$ cat config.mk
export PLATFORM = sky130hd
export DESIGN_NAME = vga_timing_gen
export DESIGN_NICKNAME = d
export VERILOG_FILES = /design/src/rtl/vga_timing_gen.sv
export SDC_FILE = /design/constraint.sdc
export NUM_CORES = 1
export LEC_CHECK = 0
export BUFFER_PORTS_ARGS = -buffer_cell sky130_fd_sc_hd__buf_2
export CAP_MARGIN = 0
export CORE_ASPECT_RATIO = 1.25
export CORE_MARGIN = 2
export CORE_UTILIZATION = 52
export CTS_BUF_LIST = sky130_fd_sc_hd__clkbuf_8
export DETAILED_ROUTE_END_ITERATION = 6
export PLACE_DENSITY = 0.78
export SLEW_MARGIN = 10
export SYNTH_ARGS = -nofsm -noshare
export SYNTH_HDL_FRONTEND = slang
export SYNTH_SLANG_ARGS = --single-unit
$ cat constraint.sdc
create_clock -name clk -period 2.4 [get_ports clk]
set_input_delay 0.24 -clock clk [delete_from_list [all_inputs] [get_ports clk]]
set_output_delay 0.24 -clock clk [all_outputs]
set_load 0.03 [all_outputs]
$ cat src/rtl/vga_timing_gen.sv
// Free-running raster timing generator (640x480@60 Hz by default).
// Counters and every decoded output are registered on the same edge, so sync and pixel data stay aligned.
module vga_timing_gen #(
    parameter int H_ACTIVE = 640,
    parameter int H_FP     = 16,
    parameter int H_SYNC   = 96,
    parameter int H_BP     = 48,
    parameter int V_ACTIVE = 480,
    parameter int V_FP     = 10,
    parameter int V_SYNC   = 2,
    parameter int V_BP     = 33,
    parameter int SYNC_POL = 0
) (
    input  logic       clk,
    input  logic       rst_n,
    input  logic       pix_ce,
    output logic [9:0] x,
    output logic [9:0] y,
    output logic       active,
    output logic       hsync,
    output logic       vsync,
    output logic       next_frame
);

    localparam int H_TOTAL = H_ACTIVE + H_FP + H_SYNC + H_BP;
    localparam int V_TOTAL = V_ACTIVE + V_FP + V_SYNC + V_BP;

    if (H_TOTAL > 1024 || V_TOTAL > 1024) begin : g_size_check
        $error("vga_timing_gen: H_TOTAL and V_TOTAL must not exceed 1024");
    end

    localparam logic [9:0]  H_LAST   = 10'(H_TOTAL - 1);
    localparam logic [9:0]  V_LAST   = 10'(V_TOTAL - 1);
    // Decode bounds are one bit wider so a boundary equal to 1024 does not wrap.
    localparam logic [10:0] H_ACT    = 11'(H_ACTIVE);
    localparam logic [10:0] HS_BEGIN = 11'(H_ACTIVE + H_FP);
    localparam logic [10:0] HS_END   = 11'(H_ACTIVE + H_FP + H_SYNC);
    localparam logic [10:0] V_ACT    = 11'(V_ACTIVE);
    localparam logic [10:0] VS_BEGIN = 11'(V_ACTIVE + V_FP);
    localparam logic [10:0] VS_END   = 11'(V_ACTIVE + V_FP + V_SYNC);
    localparam logic        ASSERTED = 1'(SYNC_POL);

    logic [9:0]  x_nxt;
    logic [9:0]  y_nxt;
    logic [10:0] xw;
    logic [10:0] yw;

    // NOTE: every always_comb output gets a default first so no path leaves it unassigned (no latch).
    always_comb begin
        x_nxt = x;
        y_nxt = y;
        if (pix_ce) begin
            if (x == H_LAST) begin
                x_nxt = '0;
                y_nxt = (y == V_LAST) ? '0 : y + 10'd1;
            end else begin
                x_nxt = x + 10'd1;
            end
        end
    end

    assign xw = {1'b0, x_nxt};
    assign yw = {1'b0, y_nxt};

    // Outputs decode the next counter values, so they land on the same edge as x/y.
    // NOTE: sequential state uses non-blocking assignments so all registers sample pre-edge values.
    always_ff @(posedge clk or negedge rst_n) begin
        if (!rst_n) begin
            x          <= H_LAST;
            y          <= V_LAST;
            active     <= 1'b0;
            hsync      <= ~ASSERTED;
            vsync      <= ~ASSERTED;
            next_frame <= 1'b0;
        end else begin
            x          <= x_nxt;
            y          <= y_nxt;
            active     <= (xw < H_ACT) && (yw < V_ACT);
            hsync      <= ((xw >= HS_BEGIN) && (xw < HS_END)) ? ASSERTED : ~ASSERTED;
            vsync      <= ((yw >= VS_BEGIN) && (yw < VS_END)) ? ASSERTED : ~ASSERTED;
            // Only a real advance onto (0, V_ACTIVE) fires; a stalled counter self-clears the pulse.
            next_frame <= pix_ce && (x_nxt == '0) && (yw == V_ACT);
        end
    end

endmodule
# [After elaboration in Yosys (flattened, before gate mapping)]
# Cells that the tools add are included.
[totals] ff_bits=24 input_bits=3 out_inout_bits=24 elab_cells=30
[op_classes] addsub=2 order_cmp=6 eq_ne=3 muxes=7 n_reduce_logical=6
[op_table] cell="$mux 10" n=5
[op_table] cell="$add 10x1->10 const B" n=2
[op_table] cell="$eq 10x10->1 const B" n=2
[op_table] cell="$lt 10x10->1 const B" n=2
[op_table] cell="$lt 10x9->1 const B" n=2
[op_table] cell="$eq 10x9->1 const B" n=1
[op_table] cell="$ge 10x10->1 const B" n=1
[op_table] cell="$ge 10x9->1 const B" n=1
[op_table] cell="$logic_not 10->1" n=1
[op_table] cell="$logic_and 1x1->1" n=5
[op_table] cell="$mux 1" n=2

# [Logic depth before layout (Yosys ltp)]
[depth] ltp_word=7 mapped_depth=9 depth_no_buf=7

# [Worst setup path after synthesis]
# OpenSTA, ideal clock, no wires.
[synth_path] kind="flip-flop to flip-flop" from="register x[6]" to="register next_frame" setup_ps=68 arrival_time_ps=2335 required_time_ps=2332 path_slack_ps=-3 path_stages_with_launch=9 n_path_buf=2 synth_period_minus_slack_ps=2403 path_cell_list="dfrtp_1 > buf_6 > or4b_4 > buf_6 > nor4_1 > xnor2_1 > nand3_1 > a211oi_2 > and4_1"
[synth_between] elab_chain_len=6 elab_cells_between_ends=10 cone_classes="1 x add/sub; 2 x eq/ne; 4 x mux; 3 x reduce/logical"
[synth_rtl] item="from (decl)" line="17" source="output logic [9:0] x,"
[synth_rtl] item="from (signal assigned)" line="76" source="x <= x_nxt;"
[synth_rtl] item="$add 10x1->10 or $eq 10x10->1 (tied branches)" line="57, 53"
[synth_rtl] item="$mux 10" line="53" source="if (x == H_LAST) begin"
[synth_rtl] item="$mux 10" line="52" source="if (pix_ce) begin"
[synth_rtl] item="$logic_not 10->1" line="82" source="next_frame <= pix_ce && (x_nxt == '0) && (yw == V_ACT);"
[synth_rtl] item="$logic_and 1x1->1" line="82"
[synth_rtl] item="$logic_and 1x1->1 *" line="82"
[synth_rtl] item="to (signal assigned)" line="82"
[synth_rtl] item="to (decl)" line="22" source="output logic next_frame"
# Every way passes the cells marked *; elsewhere a longest branch is shown, timed or not.

# [Worst setup path in the final report]
[layout_path] from="register x[1]" to="register next_frame"
[layout_between] elab_cells_between_ends=10 cone_classes="1 x add/sub; 2 x eq/ne; 4 x mux; 3 x reduce/logical"
[layout_rtl] item="$eq 10x10->1" line="53"
[layout_rtl] item="$mux 10" line="53"
[layout_rtl] item="$mux 10" line="52"
[layout_rtl] item="via y_nxt[5]" line="44" source="logic [9:0] y_nxt;"
[layout_rtl] item="$eq 10x9->1" line="82"
[layout_rtl] item="$logic_and 1x1->1" line="82"
# The timed path passes the listed nets, and every way through them passes these cells.

==> impl_metrics.env <==
export IMPL_outcome="finished clean"
export IMPL_synthFlopType="dfstp_2"
export IMPL_yosysMostFrequentCell="nand2_1"
export IMPL_synth_seq_cells=24
export IMPL_core_area_mm2=0.002733
export IMPL_cts_buffers=3
export IMPL_synthTopCellsByArea="dfstp_2 (21%), dfrtp_1 (20%), xor2_1 (4.0%)"
export IMPL_io_buffers=26
export IMPL_slew_headroom=0.6374
export IMPL_layout_drive_gt1_share=0.3417
export IMPL_synth_compound_area_share=0.1337
export IMPL_dieArea_mm2=0.003367
export IMPL_area_growth_pct=20.46
export IMPL_fin_cells=233
export IMPL_diodes=0
export IMPL_pin_count=27
export IMPL_whs_ns=0.2881
export IMPL_yosys_warnings=0
export IMPL_clock_latency_ns=0.27
export IMPL_synth_commonest_cells="nand2_1 (15), dfrtp_1 (12), dfstp_2 (12)"
export IMPL_cts_tree="yes"
export IMPL_grt_antenna_before_repair=0
export IMPL_cts_root_buf="clkbuf_8"
export IMPL_num_fill_cells=221
export IMPL_h_tree_depth=1
export IMPL_muxShareOfSynthArea=0.007426
export IMPL_detail_route_wl_per_cell_um=16.42
export IMPL_synthesis_nets=173
export IMPL_startpoint_type="flip-flop"
export IMPL_dr_pass1_iters=4
export IMPL_whs_path_depth=3
export IMPL_drt_iter0_markers=64
export IMPL_overflow=0
export IMPL_hold_viol=0
export IMPL_drtAntennaViolNets=0
export IMPL_clock_fmax_mhz=441.5
export IMPL_synth_cell_types=45
export IMPL_gp_congestion=0.8824
export IMPL_grt_pass1_vias=1313
export IMPL_viasPerCell=6.146
export IMPL_clock_skew_ns=0.005103
export IMPL_synth_xor_area_frac=0.08581
export IMPL_drv_cap=0
export IMPL_crit_type="flip-flop to flip-flop"
export IMPL_fin_nets=206
export IMPL_hold_class="input port to flip-flop"
export IMPL_drv_slew=0
export IMPL_leakagePower_nw=0.8591
export IMPL_fp_dieH_um=64.38
export IMPL_synth_top_cell_area_share=0.2079
export IMPL_setup_violations_final=0
export IMPL_worst_pin_slew_ns=0.5438
export IMPL_cts_buffer_depth=2
export IMPL_synth_edf_count=0
export IMPL_async_flop_share=1.000
export IMPL_synthSimpleGateAreaFrac=0.2797
export IMPL_drc=0
export IMPL_synth_top_family_by_area="simple AND/OR/NAND/NOR gates"
export IMPL_period_needed_ns=2.265
export IMPL_cp_required_ns=2.62
export IMPL_grt_total_usage=0.2476
export IMPL_cellPowerDensity_mw_per_mm2=674.3
export IMPL_crit_slowest_cell="dfstp_2"
export IMPL_netlist_instances=167
export IMPL_reg2reg_depth=7
export IMPL_ir_drop_v=0.0005281
export IMPL_grt_max_degree=25
export IMPL_vias=1432
export IMPL_wirelength_um=3826
export IMPL_dp_cells=226
export IMPL_worstPathMaxFanout=7
export IMPL_syn_cell_area_mm2=0.001516
export IMPL_fp_dieW_um=52.30
export IMPL_tns_ns=0
export IMPL_worstSetupEndpointType="flip-flop"
export IMPL_cts_sinks=24
export IMPL_period_share=0.9437
export IMPL_start_util=0.5549
export IMPL_timing_critical_path_cells="ha_2, nand4_1, nor4b_4, xor2_2, nand3_1, a211oi_2, and4_1"
export IMPL_rows=21
export IMPL_synth_top_area_cell="dfstp_2"
export IMPL_synthAdderAreaFrac=0.02475
export IMPL_clk_pin_slew_ns=0.09
export IMPL_avgSynthCellArea_um2=9.081
export IMPL_grt_setup_unrepaired="false"
export IMPL_post_dp_hpwl_um=2784
export IMPL_synth_seq_area_share=0.4059
export IMPL_slowest_delay_ns=0.61
export IMPL_cp_arrival_ns=2.48
export IMPL_grt_pass1_wl_um=6306
power by group:
group / internal (W) / switching (W) / total, W / leakage (nW)
sequential: 0.000477 / 0.0000862 / 0.000563 / 0.277
clock: 0.000147 / 0.000132 / 0.000279 / 0.0288
combinational: 0.000141 / 0.000249 / 0.000390 / 0.554
timing repair:
| action | CTS | global route |
|---|---|---|
| setup endpoints to repair | 0 | 3 |
| resized for setup | 0 | 8 |
| hold buffers | 1 | 0 |
| buffers inserted | 0 | 2 |
| endpoints found under the hold margin | 12 | 0 |
routing by layer:
metal	up-vias	wire, um	GRT usage
met5	-	0	0
met4	0	130	0.1090
met3	12	202	0.02103
met2	64	1984	0.3984
met1	688	1509	0.3338
li1	668	-	-
flip-flops by register name (all words and copies together), names as in the netlist:
name	cells
vsync	1
hsync	1
next_frame	1
active	1
y	10
x	10
critical path, delay by kind of cell, from the launching register on:
| kind | cells | cell delay, ns |
|---|---|---|
| simple gates | 4 | 0.95 |
| flops | 1 | 0.61 |
| xor+xnor | 1 | 0.17 |
| compound gates | 1 | 0.24 |
| fa+ha+maj | 1 | 0.22 |
cells in the final DEF (no fill, tap or decap), drive strengths merged, types with 9 or more instances in the layout:
cell type and n:
buf 38, dfrtp 12, nor2 11, nand2 15, inv 10, dfstp 12
o21ai 10, nand3 9
cells by family after synthesis:
family	after synthesis
DFF	24
muxes	1
adders and majority gates	3
AOI/OAI and AO/OA	30
xor gates and xnor gates	14
and+or+nand+nor	74
buffers and inverters	21
path summary, 6_finish.rpt:
path / start / end / slack, ns
worst max register to register: x[1] / next_frame / 0.14
worst min register to register: y[8] / y[8] / 0.55
worst min-delay path: pix_ce / x[1] / 0.29
min in group asynchronous: rst_n / y[0] / 0.47
max in group asynchronous: rst_n / x[8] / 1.55
worst max-delay path: x[1] / next_frame / 0.14
final cells by class:
class | count | area (um^2) | share of cell area
clock buffer | 4 | 55.05 | 0.03014
inverter | 10 | 37.54 | 0.02055
multi-input combinational | 122 | 842.1 | 0.4610
sequential | 24 | 615.6 | 0.3370
tap | 34 | 42.54 | 0.02329
timing repair buffer | 39 | 234.0 | 0.1281
metrics by stage:
| stage | worst slack, ns | instance area [um^2] | util | total power, W |
|---|---|---|---|---|
| floorplan | 0.02162 | 1523 | - | 0.0008334 |
| global placement | 0.1048 | 1713 | 0.6268 | 0.0009276 |
| detailed placement | 0.07425 | 1713 | 0.6268 | 0.0009450 |
| CTS | 0.04234 | 1778 | 0.6506 | 0.001225 |
| global route | 0.003617 | 1827 | 0.6685 | 0.001296 |
| finish | 0.1350 | 1827 | 0.6685 | 0.001232 |
(Power assumes the default switching activity.)
